==> src/rtl/ex_div_unit.sv <==
// Multi-cycle RV64M divider for the EX stage: radix-2 restoring division of the
// forwarded rs1/rs2 operands, with a stall request while the iteration runs.
module ex_div_unit (
    input  logic        Clk,
    input  logic        RstN,
    input  logic        DivValidIn,
    input  logic [2:0]  DivOpIn,
    input  logic [63:0] Rs1DataIn,
    input  logic [63:0] Rs2DataIn,
    input  logic        FlushIn,
    output logic        DivReadyOut,
    output logic        DivBusyOut,
    output logic        ResultValidOut,
    output logic [63:0] ResultDataOut
);
    // state | meaning
    // IDLE  | waiting for a divide instruction
    // CALC  | one quotient bit per cycle, count runs down to 1
    // DONE  | result pulse cycle, pipeline advances
    localparam int DataBus = 64;

    typedef enum logic [1:0] {IDLE, CALC, DONE} divState_t;

    divState_t          state;
    logic [DataBus-1:0] remReg;
    logic [DataBus-1:0] quoReg;
    logic [DataBus-1:0] divisorReg;
    logic [6:0]         count;
    logic               negQReg;
    logic               negRReg;
    logic               remOpReg;
    logic               wordReg;

    logic               opUnsigned;
    logic               opRem;
    logic               opWord;
    logic [DataBus-1:0] dividendExt;
    logic [DataBus-1:0] divisorExt;
    logic               signA;
    logic               signB;
    logic [DataBus-1:0] absA;
    logic [DataBus-1:0] absB;
    logic               divByZero;
    logic               overflow;
    logic [DataBus-1:0] specSel;
    logic [DataBus-1:0] specFinal;

    logic [DataBus:0]   shifted;
    logic [DataBus:0]   diff;
    logic [DataBus-1:0] remNext;
    logic [DataBus-1:0] quoNext;
    logic [DataBus-1:0] quoRaw;
    logic [DataBus-1:0] quoFix;
    logic [DataBus-1:0] remFix;
    logic [DataBus-1:0] calcSel;
    logic [DataBus-1:0] calcFinal;

    assign opUnsigned = DivOpIn[0];
    assign opRem      = DivOpIn[1];
    assign opWord     = DivOpIn[2];

    always_comb begin
        dividendExt = Rs1DataIn;
        divisorExt  = Rs2DataIn;
        if (opWord) begin
            dividendExt = opUnsigned ? {32'b0, Rs1DataIn[31:0]} : {{32{Rs1DataIn[31]}}, Rs1DataIn[31:0]};
            divisorExt  = opUnsigned ? {32'b0, Rs2DataIn[31:0]} : {{32{Rs2DataIn[31]}}, Rs2DataIn[31:0]};
        end
    end

    assign signA     = !opUnsigned && dividendExt[DataBus-1];
    assign signB     = !opUnsigned && divisorExt[DataBus-1];
    assign absA      = signA ? -dividendExt : dividendExt;
    assign absB      = signB ? -divisorExt : divisorExt;
    assign divByZero = (divisorExt == '0);
    assign overflow  = !opUnsigned && (divisorExt == '1) &&
                       (dividendExt == (opWord ? 64'hFFFF_FFFF_8000_0000 : 64'h8000_0000_0000_0000));

    // Special cases bypass the iteration and resolve entirely at accept.
    always_comb begin
        specSel = '0;
        if (divByZero)
            specSel = opRem ? dividendExt : '1;
        else if (overflow)
            specSel = opRem ? '0 : dividendExt;
        specFinal = opWord ? {{32{specSel[31]}}, specSel[31:0]} : specSel;
    end

    // Shifted remainder can reach 65 bits when the divisor uses bit 63.
    assign shifted = {remReg, quoReg[DataBus-1]};
    assign diff    = shifted - {1'b0, divisorReg};
    assign remNext = diff[DataBus] ? shifted[DataBus-1:0] : diff[DataBus-1:0];
    assign quoNext = {quoReg[DataBus-2:0], ~diff[DataBus]};

    always_comb begin
        quoRaw    = wordReg ? {32'b0, quoNext[31:0]} : quoNext;
        quoFix    = negQReg ? -quoRaw : quoRaw;
        remFix    = negRReg ? -remNext : remNext;
        calcSel   = remOpReg ? remFix : quoFix;
        calcFinal = wordReg ? {{32{calcSel[31]}}, calcSel[31:0]} : calcSel;
    end

    always_ff @(posedge Clk or negedge RstN) begin
        if (!RstN) begin
            state          <= IDLE;
            remReg         <= '0;
            quoReg         <= '0;
            divisorReg     <= '0;
            count          <= '0;
            negQReg        <= 1'b0;
            negRReg        <= 1'b0;
            remOpReg       <= 1'b0;
            wordReg        <= 1'b0;
            ResultValidOut <= 1'b0;
            ResultDataOut  <= '0;
        end else begin
            ResultValidOut <= 1'b0;
            if (FlushIn) begin
                state <= IDLE;
            end else begin
                case (state)
                    IDLE: begin
                        if (DivValidIn) begin
                            remReg     <= '0;
                            quoReg     <= opWord ? {absA[31:0], 32'b0} : absA;
                            divisorReg <= absB;
                            count      <= opWord ? 7'd32 : 7'd64;
                            negQReg    <= signA ^ signB;
                            negRReg    <= signA;
                            remOpReg   <= opRem;
                            wordReg    <= opWord;
                            if (divByZero || overflow) begin
                                state          <= DONE;
                                ResultValidOut <= 1'b1;
                                ResultDataOut  <= specFinal;
                            end else begin
                                state <= CALC;
                            end
                        end
                    end
                    CALC: begin
                        remReg <= remNext;
                        quoReg <= quoNext;
                        count  <= count - 7'd1;
                        if (count == 7'd1) begin
                            state          <= DONE;
                            ResultValidOut <= 1'b1;
                            ResultDataOut  <= calcFinal;
                        end
                    end
                    DONE:    state <= IDLE;
                    default: state <= IDLE;
                endcase
            end
        end
    end

    assign DivReadyOut = (state == IDLE);
    assign DivBusyOut  = ((state == IDLE) && DivValidIn && !FlushIn) || (state == CALC);

endmodule
==> config.mk <==
export PLATFORM = sky130hd
export DESIGN_NAME = ex_div_unit
export DESIGN_NICKNAME = d
export VERILOG_FILES = /design/src/rtl/ex_div_unit.sv
export SDC_FILE = /design/constraint.sdc
export NUM_CORES = 1
export LEC_CHECK = 0
export BUFFER_PORTS_ARGS = -buffer_cell sky130_fd_sc_hd__buf_4
export CAP_MARGIN = 20
export CORE_MARGIN = 10
export CORE_UTILIZATION = 40
export CTS_CLUSTER_DIAMETER = 200
export DETAILED_ROUTE_END_ITERATION = 12
export SYNTH_ARGS = -nofsm -noshare
export SYNTH_HDL_FRONTEND = slang
export SYNTH_SLANG_ARGS = --single-unit
export TNS_END_PERCENT = 5
==> constraint.sdc <==
create_clock -name Clk -period 13.3 [get_ports Clk]
set_clock_uncertainty 0.1 [all_clocks]
set_input_delay 1.995 -clock Clk [delete_from_list [all_inputs] [get_ports Clk]]
set_output_delay 1.995 -clock Clk [all_outputs]
set_load 0.02 [all_outputs]
[Word level (Yosys, flattened, before mapping)]
Index checks and enable logic that the tools add are counted.
Word-level totals
  word-level logic and storage cells: 86
  flip-flop bits (word level): 270
  output and inout port bits: 67
Operators by class
  equal/unequal tests: 9
  $add $sub $neg: 6
  bitwise gates (word level): 3
  reductions and logical operators: 17
  muxes and demuxes: 40
Operators by type and width (number)
  two-way mux 64 bit: 23
  case mux 64 bit (2 select lines): 3
  negator 64 bit: 4
  subtractor 65 x 64 -> 65 bit: 1
  == test 64 bit: 1
  == test 64 bit, second input constant: 1
  logical NOT 64 bit: 1
  two-way mux 63 bit: 1
  two-way mux 7 bit: 2
  case mux 7 bit (2 select lines): 1
  two-way mux 2 bit: 4
  == test 7 x 1 -> 1 bit, second input constant: 1
  subtractor 7 x 1 -> 7 bit, second input constant: 1
  logical AND 1 bit: 6
  != test 3 bit, second input constant: 2
  AND reduction 3 bit: 2
  AND reduction 5 bit: 1
  two-way mux 1 bit: 4
  != test 2 bit, second input constant: 2
  case mux 2 bit (2 select lines): 1
  == test 2 x 1 -> 1 bit, second input constant: 1
  logical NOT 1 bit: 2
  logical NOT 2 bit: 1
  logical OR 1 bit: 2
  6 further kinds: 7

[Longest topological paths before layout]
Gate-level depths: netlist of the first run.
  depth in word-level cells: 11
  mapped depth: 30
  depth with buffers taken out: 26

[Least setup slack after synthesis of the first run]
Ideal clock, no wire load.
  path kind: register -> register
  from: register quoReg[63]
  to: register ResultDataOut[58]
  cell stages (with the launch flop): 29
  setup time: 82 ps
  setup slack: 6819 ps
  period minus slack after synthesis: 6481 ps
  required time: 13118 ps
  arrival time: 6299 ps
  cells stage by stage: dfrtp_1 -> inv_1 -> ha_1 -> fa_1 -> nand2b_1 -> a21oi_2 -> o21ai_2 -> a211oi_2 -> o211a_4 -> o21a_4 -> nor2_8 -> inv_2 -> buf_2 -> buf_2 -> buf_1 -> buf_2 -> o21ai_0 -> inv_1 -> ha_1 -> nand2b_1 -> or4_1 -> or3_1 -> or4_1 -> or4_1 -> a222oi_1 -> nand4_1 -> mux2i_1 -> a31o_2 -> a31oi_1
Between the ends
  cells in the longest elaborated chain, start to end: 9
RTL lines
  start, declared: line 26  | logic [DataBus-1:0] quoReg;
  start signal, assigned: line 125  | quoReg <= opWord ? {absA[31:0], 32'b0} : absA;
  start signal, assigned: line 143  | quoReg <= quoNext;
  subtractor 65 x 64 -> 65 bit: line 91  | assign diff = shifted - {1'b0, divisorReg};
  inverter 1 bit: line 93  | assign quoNext = {quoReg[DataBus-2:0], ~diff[DataBus]};
  two-way mux 64 bit: line 96  | quoRaw = wordReg ? {32'b0, quoNext[31:0]} : quoNext;
  negator 64 bit: line 97  | quoFix = negQReg ? -quoRaw : quoRaw;
  two-way mux 64 bit: line 97
  two-way mux 64 bit (*): line 99  | calcSel = remOpReg ? remFix : quoFix;
  two-way mux 64 bit (*): line 100  | calcFinal = wordReg ? {{32{calcSel[31]}}, calcSel[31:0]} : calcSel;
  two-way mux 64 bit (*): line 145  | if (count == 7'd1) begin
  case mux 64 bit (2 select lines) (*): line 121  | case (state)
  end signal, assigned: line 135  | ResultDataOut <= specFinal;
  end signal, assigned: line 148  | ResultDataOut <= calcFinal;
  end, declared: line 14  | output logic [63:0] ResultDataOut
Every way passes the cells marked *; elsewhere a longest branch is shown, timed or not. The select of a mux whose other input is x is not followed.
A chain may end at the register's enable or synchronous reset.

[Final worst setup path of the first run]
  from: register remReg[57]
  to: register ResultDataOut[34]
Between the ends
  cells in the longest elaborated chain, start to end: 9
RTL lines
  start, declared: line 25  | logic [DataBus-1:0] remReg;
  start signal, assigned: line 142  | remReg <= remNext;
  subtractor 65 x 64 -> 65 bit (*): line 91
  inverter 1 bit: line 93
  two-way mux 64 bit: line 96
  negator 64 bit: line 97
  two-way mux 64 bit: line 97
  two-way mux 64 bit (*): line 99
  two-way mux 64 bit (*): line 100
  two-way mux 64 bit (*): line 145
  case mux 64 bit (2 select lines) (*): line 121
Marks and branches as above.

==> summary.md, run 1 <==
| Metric | Value |
|---|---|
| Slew margin rel. | 0.224 |
| Type of the worst min-delay path | register to register |
| Synthesized flop and latch total | 270 |
| Start of the worst register-to-register path | remReg[57]$_DFFE_PN0P_ |
| Pwr per Cell Area | 294 nW/um^2 |
| Post-CTS sizing | 0 |
| Worst Reg-to-Reg Cells | 24 |
| Fillers | 6755 |
| Detailed Route WL | 117 mm |
| Design area | 29200 um^2 |
| Power Total | 8.56 mW |
| Post-synthesis mux area share | 0.0264 |
| Port Buffer Count | 201 |
| DRC viols | 0 |
| Worst hold start | divisorReg[52]$_DFFE_PN0P_ |
| Slew at the pin with the worst max-slew slack | 1130 ps |
| Critical Path AT | 8310 ps |
| Wire per inst | 26.3 um |
| Setup ws final | 5310 ps |
| Core area | 64500 um^2 |
| Synthesized area | 26000 um^2 |
| YS warnings | 0 |
| F_max | 125 MHz |
| Fin util | 0.452 |
| Die Wd | 275 um |
| Synth top area share | 0.259 |
| Worst-path clk slew | 60 ps |
| Synth Area in Compound Gates | 0.301 |
| Leak | 11.7 nW |
| Largest area contributor in the netlist | dfrtp_1 |
| Setup crit end kind | register |
| Final net count | 3767 |
| Unrepaired setup endpoints after global routing | no |
| Initial Utilization | 0.404 |
| Reg2reg setup slack | 5310 ps |
| # diodes | 0 |
| Syn-to-layout area delta | 11.9% |
| Placer congestion estimate | 0.987 |
| ANT nets after route | 0 |
| Worst path required time | 13630 ps |
| # clock sinks | 270 |
| Crit path top cell by count | or4_1 |
| Synth top cells by count | nand2_1, o21ai_0, nor2_1 |
| Synth Area in XOR/XNOR | 0.0850 |
| Post-Synthesis Cells | 3508 |
| Root Buffer Master | clkbuf_16 |
| DR pass1 iterations | 6 |
| Cell Area, Placed | 28000 um^2 |
| Status | complete, no violations |
| Final hold vios | 0 |
| CTS tree | yes |
| Longest Clk Path Bufs | 3 |
| Post-synth cell types | 129 |
| Ys async rst share | 1.00 |
| Finish-stage setup viols | 0 |
| Synth Area in Simple Gates | 0.238 |
| Io pins | 202 |
| Prevailing post-synth register cell | dfrtp_1 |
| Worst hold path depth | 2 |
| Period utilization | 0.601 |
| Die area | 75700 um^2 |
| Synth top area cells | dfrtp_1, o21ai_0, nand2_1 |
| Syn avg cell area | 7.43 um^2 |
| Slowest stage cell, crit path | nor4_1 |
| Setup Fix Bufs, Post-CTS | 0 |
| Setup Total Neg Slack | 0 ps |
| CP cell instances | ha_1 > nand4_2 > nor4_1 > o21ai_0 > o22ai_2 > nor3_4 > buf_4 > nor2_8 > inv_2 > buf_4 > nand2_1 > o21ai_0 > inv_1 > ha_1 > nand2b_1 > or4_1 > or3_1 > or4_1 > or4_1 > a222oi_1 > a41oi_1 > xnor2_1 > a22oi_1 > a21oi_1 |
| Post-DP HPWL | 91.3 mm |
| Crit-path max cell delay | 890 ps |
| EDFF count, synth | 0 |
| Clk_lat worst skew | 580 ps |
| Worst slack, placed | 5600 ps |
| VDD IR-drop max | 0.000189 V |
| Initial DRC Count | 3878 |
| Layout cells sized above 1 | 0.119 |
| Total number of vias | 28500 |
| Startpoint types | register |
| Vias per Instance | 6.41 |
| Fin crit period | 7990 ps |
| Global-route wire length before repair | 172 mm |
| Post-CTS Hold Buffers | 0 |
| Vias in the first global route | 25800 |
| Total gr overflow | 0 |
| DIE HEIGHT | 275 um |
| Post-synthesis sequential area ratio | 0.259 |
| Initial antenna violation count | 5 |
| Worst R2R End | ResultDataOut[34]$_DFFE_PN0P_ |
| H-tree Lvls | 2 |
| # Max-Cap Violations | 0 |
| Adder-cell share of the synthesized area | 0.0349 |
| Hold-critical path endpoint | divisorReg[52]$_DFFE_PN0P_ |
| Max FO, Critical Path | 69 |
| Count of pins over their slew limit | 0 |
| Largest net degree at the start of global routing | 90 |
| CP Class | register to register |
| Count leader, synth | nand2_1 |
| Row Count | 93 |
| Syn Nets | 3715 |
| Largest family of logic cells by synthesized area | compound AO/OA/AOI/OAI gates |
| Num CTS Buffers | 36 |
| GRT Util Overall | 0.298 |
-- stage by stage --
step,hold WS (ps),cells
floorplan,349,3508
global placement,363,4376
detailed placement,370,4376
CTS,383,4441
global route,403,4442
finish,376,4442
-- critical path: cells and delay by family (launching register included) --
kind,cells,cell delay [ps]
AND/OR/NAND/NOR,10,3820
XOR/XNOR,1,190
buffers and inverters,4,760
AO/OA/AOI/OAI,7,1820
adder cells (fa/ha/maj),2,690
flip-flops,1,420
-- registers in the layout (all words and copies together) (netlist names) --
| name | flops |
|---|---|
| wordReg | 1 |
| count | 7 |
| remOpReg | 1 |
| ResultValidOut | 1 |
| remReg | 64 |
| negRReg | 1 |
| ResultDataOut | 64 |
| quoReg | 64 |
| state | 2 |
| divisorReg | 64 |
| negQReg | 1 |
-- area by class of cell --
cell class | count | area [um^2] | area share
Tap cell | 855 | 1070 | 0.0367
Clock inverter | 14 | 153 | 0.00524
Timing Repair Buffer | 239 | 1800 | 0.0618
Sequential cell | 270 | 6760 | 0.232
Clock buffer | 51 | 1030 | 0.0352
Multi-Input combinational cell | 2897 | 17900 | 0.614
Inverter | 116 | 438 | 0.0150
-- routing by layer --
layer | track usage | part of all wire
met5 | 0 | 0.00046
met4 | 0.0923 | 0.032
met3 | 0.0770 | 0.11
met2 | 0.440 | 0.43
met1 | 0.418 | 0.43
-- how the worst max path moves through the flow --
stage / from / endpoint / slack [ps] / cells after the start
final: remReg[57]$_DFFE_PN0P_ / ResultDataOut[34]$_DFFE_PN0P_ / 5310 / 24
after global routing: remReg[55]$_DFFE_PN0P_ / ResultDataOut[34]$_DFFE_PN0P_ / 5010 / 24
after CTS: remReg[58]$_DFFE_PN0P_ / ResultDataOut[50]$_DFFE_PN0P_ / 5550 / 24
after detailed placement: remReg[58]$_DFFE_PN0P_ / ResultDataOut[50]$_DFFE_PN0P_ / 5600 / 24
after global placement: quoReg[63]$_DFFE_PN0P_ / ResultDataOut[50]$_DFFE_PN0P_ / 5760 / 27
after floorplan: quoReg[63]$_DFFE_PN0P_ / ResultDataOut[58]$_DFFE_PN0P_ / 6820 / 28
-- layout by cell type, fill, tap and decap left out, types with 52 or more instances in the layout --
master,Yosys,routed
buf_4,13,237
nand3_1,60,59
o21ai_0,403,402
nand2_1,415,415
inv_1,112,111
nor3_1,101,101
dfrtp_1,270,268
xnor2_1,146,146
a31oi_1,71,70
nor2_1,360,357
nor4_1,52,52
ha_1,71,71
xor2_1,105,105
nand4_1,55,55
mux2i_1,56,56
o211ai_1,80,80
a21oi_1,282,280
-- kinds of logic after synthesis --
kind of cell / after synthesis
xor gates and xnor gates: 252
muxes: 67
and+or+nand+nor: 1277
adders and majority gates: 72
DFF: 270
AOI/OAI and AO/OA: 1229
buffers and inverters: 341
-- power breakdown --
| part | switching (mW) | leakage (nW) | internal (mW) |
|---|---|---|---|
| logic | 4.10 | 7.64 | 2.02 |
| clock network | 0.426 | 0.584 | 0.582 |
| registers | 0.352 | 3.51 | 1.08 |
Power figures use the tool's default switching activity.
==> inputs of run 2 (changes only) <==
==> constraint.sdc (replaced) <==
create_clock -name Clk -period 6.7 [get_ports Clk]
set_clock_uncertainty 0.1 [all_clocks]
set_input_delay 1.005 -clock Clk [delete_from_list [all_inputs] [get_ports Clk]]
set_output_delay 1.005 -clock Clk [all_outputs]
set_load 0.02 [all_outputs]
==> summary.md, run 2 (synthesis gave the netlist of run 1 again) <==
| Metric | Value |
|---|---|
| Setup crit end kind | register |
| Delay-heaviest family, CP | simple AND/OR/NAND/NOR gates |
| Finish-stage setup viols | 0 (unchanged) |
| Longest Clk Path Bufs | 3 (unchanged) |
| Worst R2R End | ResultDataOut[58]$_DFFE_PN0P_ |
| Syn-to-layout area delta | 12.8% |
| Setup Total Neg Slack | 0 ps (unchanged) |
| Post-CTS sizing | 0 (unchanged) |
| Commonest non-fill, non-tap cell in the layout | nand2_1 |
| Post-CTS Hold Buffers | 0 (unchanged) |
| Final hold vios | 0 (unchanged) |
| Port Buffer Count | 201 (unchanged) |
| Pwr per Cell Area | 587 nW/um^2 (+100%) |
| Row Count | 93 (unchanged) |
| Count of pins over their slew limit | 0 (unchanged) |
| Post-DP HPWL | 92.0 mm (+0.86%) |
| DRC viols | 0 (unchanged) |
| F_max | 161 MHz (+29%) |
| Initial Utilization | 0.404 (unchanged) |
| Crit path top cell by count | or4_1 |
| Max FO, Critical Path | 10 (-86%) |
| Initial antenna violation count | 3 (-2) |
| Final net count | 3793 (+0.69%) |
| Vias per Instance | 6.43 (+0.36%) |
| # Max-Cap Violations | 0 (unchanged) |
| Type of the worst min-delay path | primary input to asynchronous set/reset pin |
| Clk_lat worst skew | 580 ps (about the same) |
| Startpoint types | register |
| H-tree Lvls | 2 (unchanged) |
| Status | complete, no violations |
| Layout cells sized above 1 | 0.127 (+0.00748) |
| Root Buffer Master | clkbuf_16 |
| Placer congestion estimate | 0.995 (+0.83%) |
| VDD IR-drop max | 0.000400 V (+110%) |
| CTS tree | yes |
| Crit-path max cell delay | 510 ps (-380 ps) |
| Fin util | 0.456 (+0.00361) |
| DIE HEIGHT | 275 um (unchanged) |
| Die Wd | 275 um (unchanged) |
| Worst Reg-to-Reg Cells | 23 (-4.2%) |
| Period utilization | 0.924 (+0.324) |
| Slew margin rel. | 0.305 (+0.0801) |
| Worst path required time | 7090 ps (-6540 ps) |
| Crit path buf inv count | 3 (-1) |
| DR pass1 iterations | 6 (unchanged) |
| Slowest stage cell, crit path | ha_1 |
| Vias in the first global route | 25800 (-0.19%) |
| Detailed Route WL | 118 mm (+1.1%) |
| Slew at the pin with the worst max-slew slack | 1040 ps (-87.8 ps) |
| Unrepaired setup endpoints after global routing | no |
| Core area | 64500 um^2 (unchanged) |
| Critical Path AT | 6580 ps (-1730 ps) |
| Global-route wire length before repair | 173 mm (+0.31%) |
| Setup crit start | remReg[21]$_DFFE_PN0P_ |
| # clock sinks | 270 (unchanged) |
| Initial DRC Count | 4052 (+4.5%) |
| Fin crit period | 6190 ps (-1800 ps) |
| CP cell instances | ha_1 > nand4_1 > nor3_2 > nand2_1 > a211oi_2 > o211a_4 > o21a_4 > nor2_8 > inv_2 > o21ai_0 > inv_1 > ha_1 > nand2b_1 > or4_1 > or3_1 > or4_1 > or4_1 > a222oi_1 > buf_4 > nand4_1 > mux2i_1 > a31o_2 > a31oi_1 |
| Io pins | 202 (unchanged) |
| Wire per inst | 26.5 um (+0.43%) |
| Die area | 75700 um^2 (unchanged) |
| ANT nets after route | 0 (unchanged) |
| Leak | 11.9 nW (+1.1%) |
| Largest net degree at the start of global routing | 140 (+56%) |
| Worst-path clk slew | 60 ps (about the same) |
| GRT Util Overall | 0.300 (+0.00165) |
| Reg2reg setup slack | 510 ps (-4800 ps) |
| CP Class | register to register |
| Commonest non-fill, non-tap cells in the layout | nand2_1, o21ai_0, nor2_1 |
| Total gr overflow | 0 (unchanged) |
| Start of the worst register-to-register path | remReg[21]$_DFFE_PN0P_ |
| Num CTS Buffers | 35 (-2.8%) |
| Total number of vias | 28800 (+1.0%) |
run 2: cell types whose count changed in the layout (fill, tap and decap cells not counted), moves of 2 or more:
cell / previous run / this run
clkinvlp_4: 1 / 5
inv_6: 1 / 3
buf_4: 237 / 262
buf_12: 0 / 2
clkbuf_1: 8 / 3
diode_2: 0 / 4
run 2: worst max-delay path by stage:
stage	end	slack, ps	cells past startpoint
3_3_place_gp	ResultDataOut[50]$_DFFE_PN0P_	480	24
4_1_cts	ResultDataOut[58]$_DFFE_PN0P_	390	24
3_5_place_dp	ResultDataOut[50]$_DFFE_PN0P_	400	24
5_1_grt	ResultDataOut[50]$_DFFE_PN0P_	230	23
2_1_floorplan	ResultDataOut[58]$_DFFE_PN0P_	220	28
6_report	ResultDataOut[58]$_DFFE_PN0P_	510	23
run 2: stage by stage:
step                      instance area [um^2]  power (mW)  hold slack, ps  instances  worst slack, ps
after floorplan                          26100        10.9             349       3508              219
after global placement                   28200        14.8             363       4402              484
after detailed placement                 28200        14.8             371       4402              404
after CTS                                29400        16.9             325       4465              386
after global routing                     29400        18.1             346       4468              230
final                                    29400        17.2             307       4471              508
run 2: power by group:
| part | internal (mW) | switching, mW | leakage [nW] |
|---|---|---|---|
| sequential | 2.14 | 0.684 | 3.51 |
| clock | 1.15 | 0.836 | 0.566 |
| combinational | 4.16 | 8.27 | 7.78 |
| total | 7.44 | 9.79 | 11.9 |
run 2: worst register-to-register path: cells and delay by family, from the launching register on:
kind,cells,cell delay (ps)
fa+ha+maj,2,670
simple gates,10,2810
compound gates,7,1500
flops,1,470
buf+inv,3,390
mux,1,170
run 2: layer usage:
metal / wire length [um] / track usage
met5: 12 / 0
met4: 3880 / 0.0890
met3: 12700 / 0.0643
met2: 51500 / 0.454
met1: 50200 / 0.420
run 2: area by class of cell:
type,instances,area [um^2]
antenna,4,10.0
clock buffer,44,970
clock inverter,19,198
fill,6702,35100
inverter,116,438
multi-input combinational,2897,17900
sequential,270,6760
tap,855,1070
timing repair buffer,266,2040
run 2: repair_timing:
action | CTS | global route
setup endpoints to repair | 0 | 1
buffers inserted | 0 | 1
hold endpoints to repair | 0 | 0
